$ cat src/rtl/axi_pkg.sv
// Shared AXI definitions: burst encodings, response codes and the write-FSM states.
package axi_pkg;

  typedef enum logic [1:0] {
    BURST_FIXED = 2'b00,
    BURST_INCR  = 2'b01,
    BURST_WRAP  = 2'b10,
    BURST_RSVD  = 2'b11
  } burst_e;

  localparam logic [1:0] RESP_OKAY   = 2'b00;
  localparam logic [1:0] RESP_SLVERR = 2'b10;

  typedef enum logic [1:0] {
    ST_IDLE = 2'b00,
    ST_DATA = 2'b01,
    ST_RESP = 2'b10
  } wr_state_e;

  // WRAP bursts are only legal with 2, 4, 8 or 16 beats.
  function automatic logic wrap_len_ok(input logic [7:0] len);
    return (len == 8'd1) || (len == 8'd3) || (len == 8'd7) || (len == 8'd15);
  endfunction

endpackage

$ cat src/rtl/axi_burst_addr_gen.sv
// Combinational next-beat address for FIXED/INCR/WRAP bursts (single-byte beats).
module axi_burst_addr_gen
  import axi_pkg::*;
#(
  parameter int ADDR_WIDTH = 32
) (
  input  logic [ADDR_WIDTH-1:0] addr_i,
  input  logic [7:0]            len_i,
  input  logic [1:0]            burst_i,
  output logic [ADDR_WIDTH-1:0] next_addr_o
);

  logic [ADDR_WIDTH-1:0] incr_s;
  logic [ADDR_WIDTH-1:0] mask_s;

  // For a legal WRAP length, (beats - 1) equals len, so len is the wrap mask.
  always_comb begin
    incr_s = addr_i + {{(ADDR_WIDTH-1){1'b0}}, 1'b1};
    mask_s = {{(ADDR_WIDTH-8){1'b0}}, len_i};
    case (burst_e'(burst_i))
      BURST_INCR: next_addr_o = incr_s;
      BURST_WRAP: next_addr_o = (addr_i & ~mask_s) | (incr_s & mask_s);
      default:    next_addr_o = addr_i;
    endcase
  end

endmodule

$ cat src/rtl/axi_slave_wr_ctrl.sv
// AXI write-channel slave: accepts AW/W, walks burst addresses into a byte memory
// write port and returns one B response per burst. All outputs are registered.
module axi_slave_wr_ctrl
  import axi_pkg::*;
#(
  parameter int ADDR_WIDTH = 32,
  parameter int DATA_WIDTH = 8,
  parameter int ID_WIDTH   = 4,
  parameter int MEM_DEPTH  = 256
) (
  input  logic                  clk,
  input  logic                  rst_n,
  input  logic [ADDR_WIDTH-1:0] awaddr,
  input  logic [7:0]            awlen,
  input  logic [2:0]            awsize,
  input  logic [1:0]            awburst,
  input  logic [ID_WIDTH-1:0]   awid,
  input  logic                  awvalid,
  output logic                  awready,
  input  logic [DATA_WIDTH-1:0] wdata,
  input  logic [3:0]            wstrb,
  input  logic                  wlast,
  input  logic                  wvalid,
  output logic                  wready,
  output logic [ID_WIDTH-1:0]   bid,
  output logic [1:0]            bresp,
  output logic                  bvalid,
  input  logic                  bready,
  output logic                  mem_we,
  output logic [ADDR_WIDTH-1:0] mem_addr,
  output logic [DATA_WIDTH-1:0] mem_wdata,
  output logic [3:0]            next_addr_wr
);

  wr_state_e             state_q, state_d;
  logic [ADDR_WIDTH-1:0] addr_q, addr_d;
  logic [7:0]            len_q, len_d;
  logic [1:0]            burst_q, burst_d;
  logic [ID_WIDTH-1:0]   id_q, id_d;
  logic [7:0]            cnt_q, cnt_d;
  logic                  burst_err_q, burst_err_d;
  logic                  err_q, err_d;
  logic                  awready_q, awready_d;
  logic                  wready_q, wready_d;
  logic                  bvalid_q, bvalid_d;
  logic [1:0]            bresp_q, bresp_d;
  logic [ID_WIDTH-1:0]   bid_q, bid_d;
  logic                  mem_we_q, mem_we_d;
  logic [ADDR_WIDTH-1:0] mem_addr_q, mem_addr_d;
  logic [DATA_WIDTH-1:0] mem_wdata_q, mem_wdata_d;
  logic [3:0]            nxt_q, nxt_d;

  logic [ADDR_WIDTH-1:0] next_addr_s;
  logic                  last_beat_s;
  logic                  beat_err_s;
  logic                  aw_err_s;
  logic                  wstrb_unused;

  axi_burst_addr_gen #(.ADDR_WIDTH(ADDR_WIDTH)) u_addr_gen (
    .addr_i      (addr_q),
    .len_i       (len_q),
    .burst_i     (burst_q),
    .next_addr_o (next_addr_s)
  );

  assign wstrb_unused = ^wstrb[3:1];
  assign last_beat_s  = (cnt_q == len_q);
  assign beat_err_s   = (addr_q >= ADDR_WIDTH'(MEM_DEPTH)) || (wlast != last_beat_s);
  assign aw_err_s     = (awsize != 3'd0) || (awburst == 2'b11) ||
                        ((awburst == 2'b10) && !wrap_len_ok(awlen));

  // Next-state and registered-output logic for the IDLE/DATA/RESP walk.
  always_comb begin
    state_d     = state_q;
    addr_d      = addr_q;
    len_d       = len_q;
    burst_d     = burst_q;
    id_d        = id_q;
    cnt_d       = cnt_q;
    burst_err_d = burst_err_q;
    err_d       = err_q;
    awready_d   = awready_q;
    wready_d    = wready_q;
    bvalid_d    = bvalid_q;
    bresp_d     = bresp_q;
    bid_d       = bid_q;
    mem_we_d    = 1'b0;
    mem_addr_d  = mem_addr_q;
    mem_wdata_d = mem_wdata_q;
    nxt_d       = nxt_q;
    case (state_q)
      ST_IDLE: begin
        if (awvalid && awready_q) begin
          addr_d      = awaddr;
          len_d       = awlen;
          burst_d     = awburst;
          id_d        = awid;
          cnt_d       = 8'd0;
          burst_err_d = aw_err_s;
          err_d       = aw_err_s;
          awready_d   = 1'b0;
          wready_d    = 1'b1;
          state_d     = ST_DATA;
        end else begin
          awready_d   = 1'b1;
        end
      end
      ST_DATA: begin
        if (wvalid && wready_q) begin
          // Burst-level errors still drain every beat but never write.
          mem_we_d    = wstrb[0] && !burst_err_q && !beat_err_s;
          mem_addr_d  = addr_q;
          mem_wdata_d = wdata;
          nxt_d       = next_addr_s[3:0];
          addr_d      = next_addr_s;
          cnt_d       = cnt_q + 8'd1;
          err_d       = err_q || beat_err_s;
          if (last_beat_s) begin
            wready_d  = 1'b0;
            bvalid_d  = 1'b1;
            bid_d     = id_q;
            bresp_d   = (err_q || beat_err_s) ? RESP_SLVERR : RESP_OKAY;
            state_d   = ST_RESP;
          end else begin
            wready_d  = 1'b1;
          end
        end else begin
          mem_we_d    = 1'b0;
        end
      end
      ST_RESP: begin
        if (bready && bvalid_q) begin
          bvalid_d  = 1'b0;
          awready_d = 1'b1;
          state_d   = ST_IDLE;
        end else begin
          bvalid_d  = 1'b1;
        end
      end
      default: begin
        state_d   = ST_IDLE;
        awready_d = 1'b0;
        wready_d  = 1'b0;
        bvalid_d  = 1'b0;
      end
    endcase
  end

  // State and output registers with synchronous active-low reset.
  always_ff @(posedge clk) begin
    if (!rst_n) begin
      state_q     <= ST_IDLE;
      addr_q      <= {ADDR_WIDTH{1'b0}};
      len_q       <= 8'd0;
      burst_q     <= 2'b00;
      id_q        <= {ID_WIDTH{1'b0}};
      cnt_q       <= 8'd0;
      burst_err_q <= 1'b0;
      err_q       <= 1'b0;
      awready_q   <= 1'b0;
      wready_q    <= 1'b0;
      bvalid_q    <= 1'b0;
      bresp_q     <= 2'b00;
      bid_q       <= {ID_WIDTH{1'b0}};
      mem_we_q    <= 1'b0;
      mem_addr_q  <= {ADDR_WIDTH{1'b0}};
      mem_wdata_q <= {DATA_WIDTH{1'b0}};
      nxt_q       <= 4'd0;
    end else begin
      state_q     <= state_d;
      addr_q      <= addr_d;
      len_q       <= len_d;
      burst_q     <= burst_d;
      id_q        <= id_d;
      cnt_q       <= cnt_d;
      burst_err_q <= burst_err_d;
      err_q       <= err_d;
      awready_q   <= awready_d;
      wready_q    <= wready_d;
      bvalid_q    <= bvalid_d;
      bresp_q     <= bresp_d;
      bid_q       <= bid_d;
      mem_we_q    <= mem_we_d;
      mem_addr_q  <= mem_addr_d;
      mem_wdata_q <= mem_wdata_d;
      nxt_q       <= nxt_d;
    end
  end

  assign awready      = awready_q;
  assign wready       = wready_q;
  assign bvalid       = bvalid_q;
  assign bresp        = bresp_q;
  assign bid          = bid_q;
  assign mem_we       = mem_we_q;
  assign mem_addr     = mem_addr_q;
  assign mem_wdata    = mem_wdata_q;
  assign next_addr_wr = nxt_q;

endmodule

$ cat config.mk
export PLATFORM = sky130hd
export DESIGN_NAME = axi_slave_wr_ctrl
export DESIGN_NICKNAME = d
export VERILOG_FILES = /design/src/rtl/axi_pkg.sv /design/src/rtl/axi_burst_addr_gen.sv /design/src/rtl/axi_slave_wr_ctrl.sv
export SDC_FILE = /design/constraint.sdc
export NUM_CORES = 1
export LEC_CHECK = 0
export ABC_CLOCK_PERIOD_IN_PS = 1900
export CAP_MARGIN = 10
export CORE_MARGIN = 3
export CORE_UTILIZATION = 45
export DETAILED_ROUTE_END_ITERATION = 6
export PLACE_DENSITY = 0.73
export SLEW_MARGIN = 5
export SYNTH_ARGS = -nofsm -noshare
export SYNTH_HDL_FRONTEND = slang
export SYNTH_SLANG_ARGS = --single-unit
$ cat constraint.sdc
create_clock -name clk -period 1.9 [get_ports clk]
set_input_delay 0.19 -clock clk [delete_from_list [all_inputs] [get_ports clk]]
set_output_delay 0.19 -clock clk [all_outputs]
set_load 0.005 [all_outputs]
==> Word-level counts from Yosys, hierarchy flattened <==
Index checks and enable logic that the tools add are counted.
Widths: inputs -> output; s select.
{ "classes": {"addsub": 2, "magnitude_cmp": 1, "n_eq_ne": 17, "muxes": 27, "n_bitwise": 7, "n_reduce_logical": 29} }
{ "ops": {"columns": ["operator", "n"], "rows": [
  ["$pmux 32 s2", 2],
  ["$mux 32", 2],
  ["$add 32x1->32 const B", 1],
  ["$and 32x32->32", 1],
  ["$and 32x8->32", 1],
  ["$ge 32x9->1 const B", 1],
  ["$not 8->32", 1],
  ["$or 32x32->32", 1],
  ["$mux 8", 2],
  ["$pmux 8 s2", 1],
  ["$reduce_and 3->1", 5],
  ["$mux 1", 10],
  ["$mux 2", 5],
  ["$pmux 1 s3", 3],
  ["$add 8x1->8 const B", 1],
  ["$eq 2x2->1 const B", 4],
  ["$eq 8x1->1 const B", 1],
  ["$eq 8x2->1 const B", 1],
  ["$eq 8x3->1 const B", 1],
  ["$eq 8x4->1 const B", 1],
  ["$eq 8x8->1", 1],
  ["$ne 2x2->1 const B", 4],
  ["$reduce_and 4->1", 2],
  ["$logic_or 1x1->1", 7],
  ["other kinds (12)", 24]
]} }
{ "word_totals": {"regBits": 112, "in_bits": 67, "output_inout_bits": 54, "wordCells": 101} }

==> Depth between registers and ports, before layout <==
{ "depth": {"word_depth": 9, "depth_mapped": 10, "ltp_nobuf": 7} }

==> Modules after synthesis <==
Synthesis repeated with hierarchy kept, for this count alone.
{ "unflattened": {"cells_unflattened": 737, "area_unflattened_um2": 5935.7} }
{ "by_module_without_submodules": {"columns": ["module", "n_inst", "cells_per_inst", "area_each_um2"], "rows": [
  ["axi_slave_wr_ctrl", 1, 531, 4772.1],
  ["axi_burst_addr_gen", 1, 206, 1163.6]
]} }

==> Worst setup path after synthesis <==
OpenSTA, ideal clock, no wires.
{ "synth_path": {"path_type": "flip-flop to flip-flop", "from": "register state_q[1]", "to": "register addr_q[14]", "setup_ps": 117, "arrival_time_ps": 1792, "slack_ps": -10, "path_stages_with_launch": 10, "n_path_buf": 2, "cell_sequence": "dfxtp_1 > inv_1 > ha_1 > buf_2 > nand2b_1 > a21oi_2 > a22o_2 > buf_2 > nand2_1 > a32o_1"} }
{ "synth_between": {"elab_chain_len": 3} }
{ "synth_rtl": {"columns": ["element", "line", "rtl"], "rows": [
  ["start: declaration", "axi_slave_wr_ctrl.sv:35", "wr_state_e state_q, state_d;"],
  ["start signal: assignment", "axi_slave_wr_ctrl.sv:170", "state_q <= state_d;"],
  ["$eq 2x1->1 / $logic_not 2->1 (equally long branches)", "axi_slave_wr_ctrl.sv:91", "case (state_q)"],
  ["$ne 3x1->1 (no source line), or another cell as far along", null, null],
  ["$reduce_and 4->1 (no source line)", null, null],
  ["end signal: assignment", "axi_slave_wr_ctrl.sv:153", "addr_q <= {ADDR_WIDTH{1'b0}};"],
  ["end signal: assignment", "axi_slave_wr_ctrl.sv:171", "addr_q <= addr_d;"],
  ["end: declaration", "axi_slave_wr_ctrl.sv:36", "logic [ADDR_WIDTH-1:0] addr_q, addr_d;"]
]} }
Parallel ways exist; a longest one is shown, timed or not.
A chain may end at the register's enable or synchronous reset.

==> Worst setup path in the final report <==
{ "layout_path": {"from": "register burst_q[0]", "to": "register addr_q[4]"} }
{ "layout_between": {"elab_chain_len": 4} }
{ "layout_rtl": {"columns": ["element", "line", "rtl"], "rows": [
  ["start: declaration", "axi_slave_wr_ctrl.sv:38", "logic [1:0] burst_q, burst_d;"],
  ["start signal: assignment", "axi_slave_wr_ctrl.sv:173", "burst_q <= burst_d;"],
  ["$eq 2x2->1 / $eq 2x1->1 (equally long branches)", "axi_burst_addr_gen.sv:20", "case (burst_e'(burst_i))"],
  ["$pmux 32 s2", "axi_burst_addr_gen.sv:20", null],
  ["$mux 32", "axi_slave_wr_ctrl.sv:109", "if (wvalid && wready_q) begin"],
  ["$pmux 32 s2", "axi_slave_wr_ctrl.sv:91", null]
]} }
Parallel ways exist; a longest one is shown, timed or not. The select of a mux whose other input is x is not followed.

==> flow_summary.toml <==
[floorplanning]
dieArea_um2 = 13660
floorplan.initialDensity_pct = 47.24
coreArea_um2 = 11710
fp.dieW_um = 116.9
ioPinCount = 121
die_h_um = 116.9
fp-row-count = 39

[final_layout]
area_growth_syn_to_layout_pct = 38.92
final_nets = 944
layout-drive-gt1-share_pct = 15.60
final_core_util_pct = 65.63
num_antenna_cells = 0
fill_cells = 1032

[setup_path]
r2r_setup_slack_ns = 0.08
start_kind = "register"
required_ns = 2.18
crit_type = "register to register"
crit_chain = "buf_4 -> ha_1 -> and3b_1 -> buf_6 -> a21oi_1 -> o311ai_1 -> nand3_1 -> a21oi_1"
cp_max_fo = 11
r2r_start = "burst_q[0]"
cpPeakStageDelay_ns = 0.34
cp_num_buf_inv = 2
cp_num_cells = 8
cp_slowest_cell = "dfxtp_1"
path_delay_family = "compound AO/OA/AOI/OAI gates"
cp.arrival_ns = 2.10
path_common_cell = "a21oi_1"
end_kind = "register"
worstReg2RegEnd = "addr_q[4]"
rr_worst_depth = 8

[global_routing]
grt_pass1_wl_um = 28120
met1_usage_pct = 34.54
grt_pass1_vias = 5611
grt_use_met3_pct = 3.959
antenna_found_initial = 0
grt_overflow = 0
track_usage_pct = 25.98
grt_max_degree = 33
top_usage_layer = "met2"
grt_util_met2_pct = 42.97

[worst_hold_path]
whs_endpoint = "id_q[0]"
hp-class = "primary input to register"
hold_depth = 3
min_from = "awid[0]"

[synth]
synth_edf_count = 0
avgSynthCellArea_um2 = 7.760
synth-seq-cells = 111
synth-seq-area-share_pct = 40.16
ys_types = 73
netlist_area_um2 = 5533
syn_nets = 788
synthFlopType = "dfxtp_1"
async_reset_ff_share_pct = 0
yosysWarnings = 0
synth_cells = 713

[sta]
drv_slew = 0
rsz0062_at_grt = "no"
finalCritPeriodShare_pct = 95.78
fin_crit_ns = 1.820
finClkSkew_ns = 0.004912
hold_viol = 0
finalSetupViolCount = 0
fmax_ghz = 0.5495

[power_and_ir_drop]
p_per_area_nw_per_um2 = 918.2
p_seq_share_pct = 41.0
power.total_mw = 7.057
power_frac_clock_pct = 24.3
switchingPower_mw = 2.476
p_int_mw = 4.581
swShare_pct = 35.09
leakage_nw = 2.725
pwr-share-comb_pct = 34.8
ir_drop_v = 0.0004326

[clocking]
htree_levels = 3
cts_root_buffer = "clkbuf_16"
cts_buffers = 9
clkTransAtPathRegs_ns = 0.07
cts_tree = "built"
clockBufferDepth = 2
clkLatencyLatePin_ns = 0.35
numClockSinks = 111

[drt]
ant_nets = 0
via_per_inst = 5.833
drt_iter0_drc = 494
dr_total_vias = 5921
drt_pre_antenna_iters = 5
wl_per_cell_um = 17.40
route.detailed.drc = 0
finalWirelength_um = 17660

[place]
dp_hpwl_um = 13280
gp_congestion = 0.9952
portBuffers = 116

[run]
maxCapViolCount = 0

[status]
status = "completed"
-- flip-flops by register name, summed over array words and instances, names as in the netlist, 2 cells and up --
register	flops
bid	4
burst_q	2
len_q	8
cnt_q	8
mem_addr	32
state_q	2
id_q	4
next_addr_wr	4
mem_wdata	8
addr_q	32
-- how the worst max path moves through the flow --
stage / to / slack, ns / startpoint
finish: addr_q[4] / 0.08 / burst_q[0]
detailed placement: err_q / -0.21 / awlen[4]
global route: addr_q[24] / 0.0007 / addr_q[6]
floorplan: addr_q[14] / 0.0005 / state_q[1]
CTS: addr_q[10] / 0.009 / burst_q[0]
global placement: err_q / -0.20 / awlen[4]
-- metrics by stage --
stage          setup TNS [ns]  setup WS, ns  instances  hold slack, ns  area, µm²
2_1_floorplan               0     0.0005025        713          0.3260       5533
3_3_place_gp          -0.2678       -0.1981       1000          0.4411       7298
3_5_place_dp          -0.6286       -0.2064       1000          0.4457       7298
4_1_cts                     0      0.008654       1014          0.3745       7577
5_1_grt                     0     0.0006515       1015          0.3796       7686
6_report                    0       0.08024       1015          0.3797       7686
-- Yosys cell counts (13+ instances only) --
master	number	area, µm²
clkbuf_1	32	120.1
buf_2	17	85.08
o21ai_0	22	110.1
nand3_1	19	95.09
nor2_1	43	161.4
inv_1	14	52.55
nand2_1	150	563.0
dfxtp_1	111	2222
nor4_1	13	81.33
nand4_1	14	87.58
a21oi_1	92	460.4
nor3_1	14	70.07
-- placed cells by master (no fill, tap or decap), types with 7 or more instances in the layout --
cell,n
o221ai_1,7
nor2_1,42
xnor2_1,12
nor3_1,14
nand4_1,14
a21oi_1,91
o21ai_0,21
mux2i_1,7
nand2_1,148
nor4_1,13
inv_1,13
clkdlybuf4s50_1,116
dfxtp_1,105
and3_1,8
nand3_1,17
clkbuf_16,9
buf_4,75
-- worst min-delay path, delay by kind of cell --
family,cells,cell delay [ns]
compound gates,1,0.05
buf+inv,1,0.39
simple gates,1,0.05
-- kinds of logic (layout without fill, tap and decap cells) --
group           Yosys count  count (layout)  synth area share, %
simple gates            302             302                25.71
compound gates          198             198                22.98
flops                   111             111                40.16
buf+inv                  68             227                5.066
xor+xnor                 16              16                2.533
mux                       9               9                1.673
fa+ha+maj                 8               8                1.809
other cells               1               1              0.06778
-- layer usage --
| layer | share of wire (%) | vias to the layer above | wire [µm] |
|---|---|---|---|
| met1 | 43 | 2790 | 7647 |
| met4 | 2.1 | 0 | 376 |
| li1 | - | 2860 | - |
| met2 | 47 | 243 | 8364 |
| met3 | 7.2 | 28 | 1272 |
| met5 | 0 | - | 0 |
-- final cells by class --
cell class | count | area [µm²] | share of cell area (%)
clock inverter | 4 | 25.02 | 0.3256
tap | 143 | 178.9 | 2.328
timing repair buffer | 197 | 1818 | 23.65
sequential | 111 | 2230 | 29.01
multi-input combinational | 534 | 3146 | 40.92
clock buffer | 10 | 229.0 | 2.979
inverter | 16 | 60.06 | 0.7814
-- power groups by stage --
stage,Clock (mW),Combinational (mW),Sequential [mW]
floorplan,0,1.28,2.85
global placement,0,2.26,2.90
detailed placement,0,2.31,2.92
CTS,1.74,2.35,2.87
global route,1.84,2.67,2.93
finish,1.71,2.45,2.89
-- repair_timing --
item,in CTS,in global routing
endpoints found under the setup margin,14,21
pin swaps,0,6
setup buffers,0,1
hold buffers,0,0
resized for setup,6,28
No activity file was read; power rests on OpenSTA's default activity.
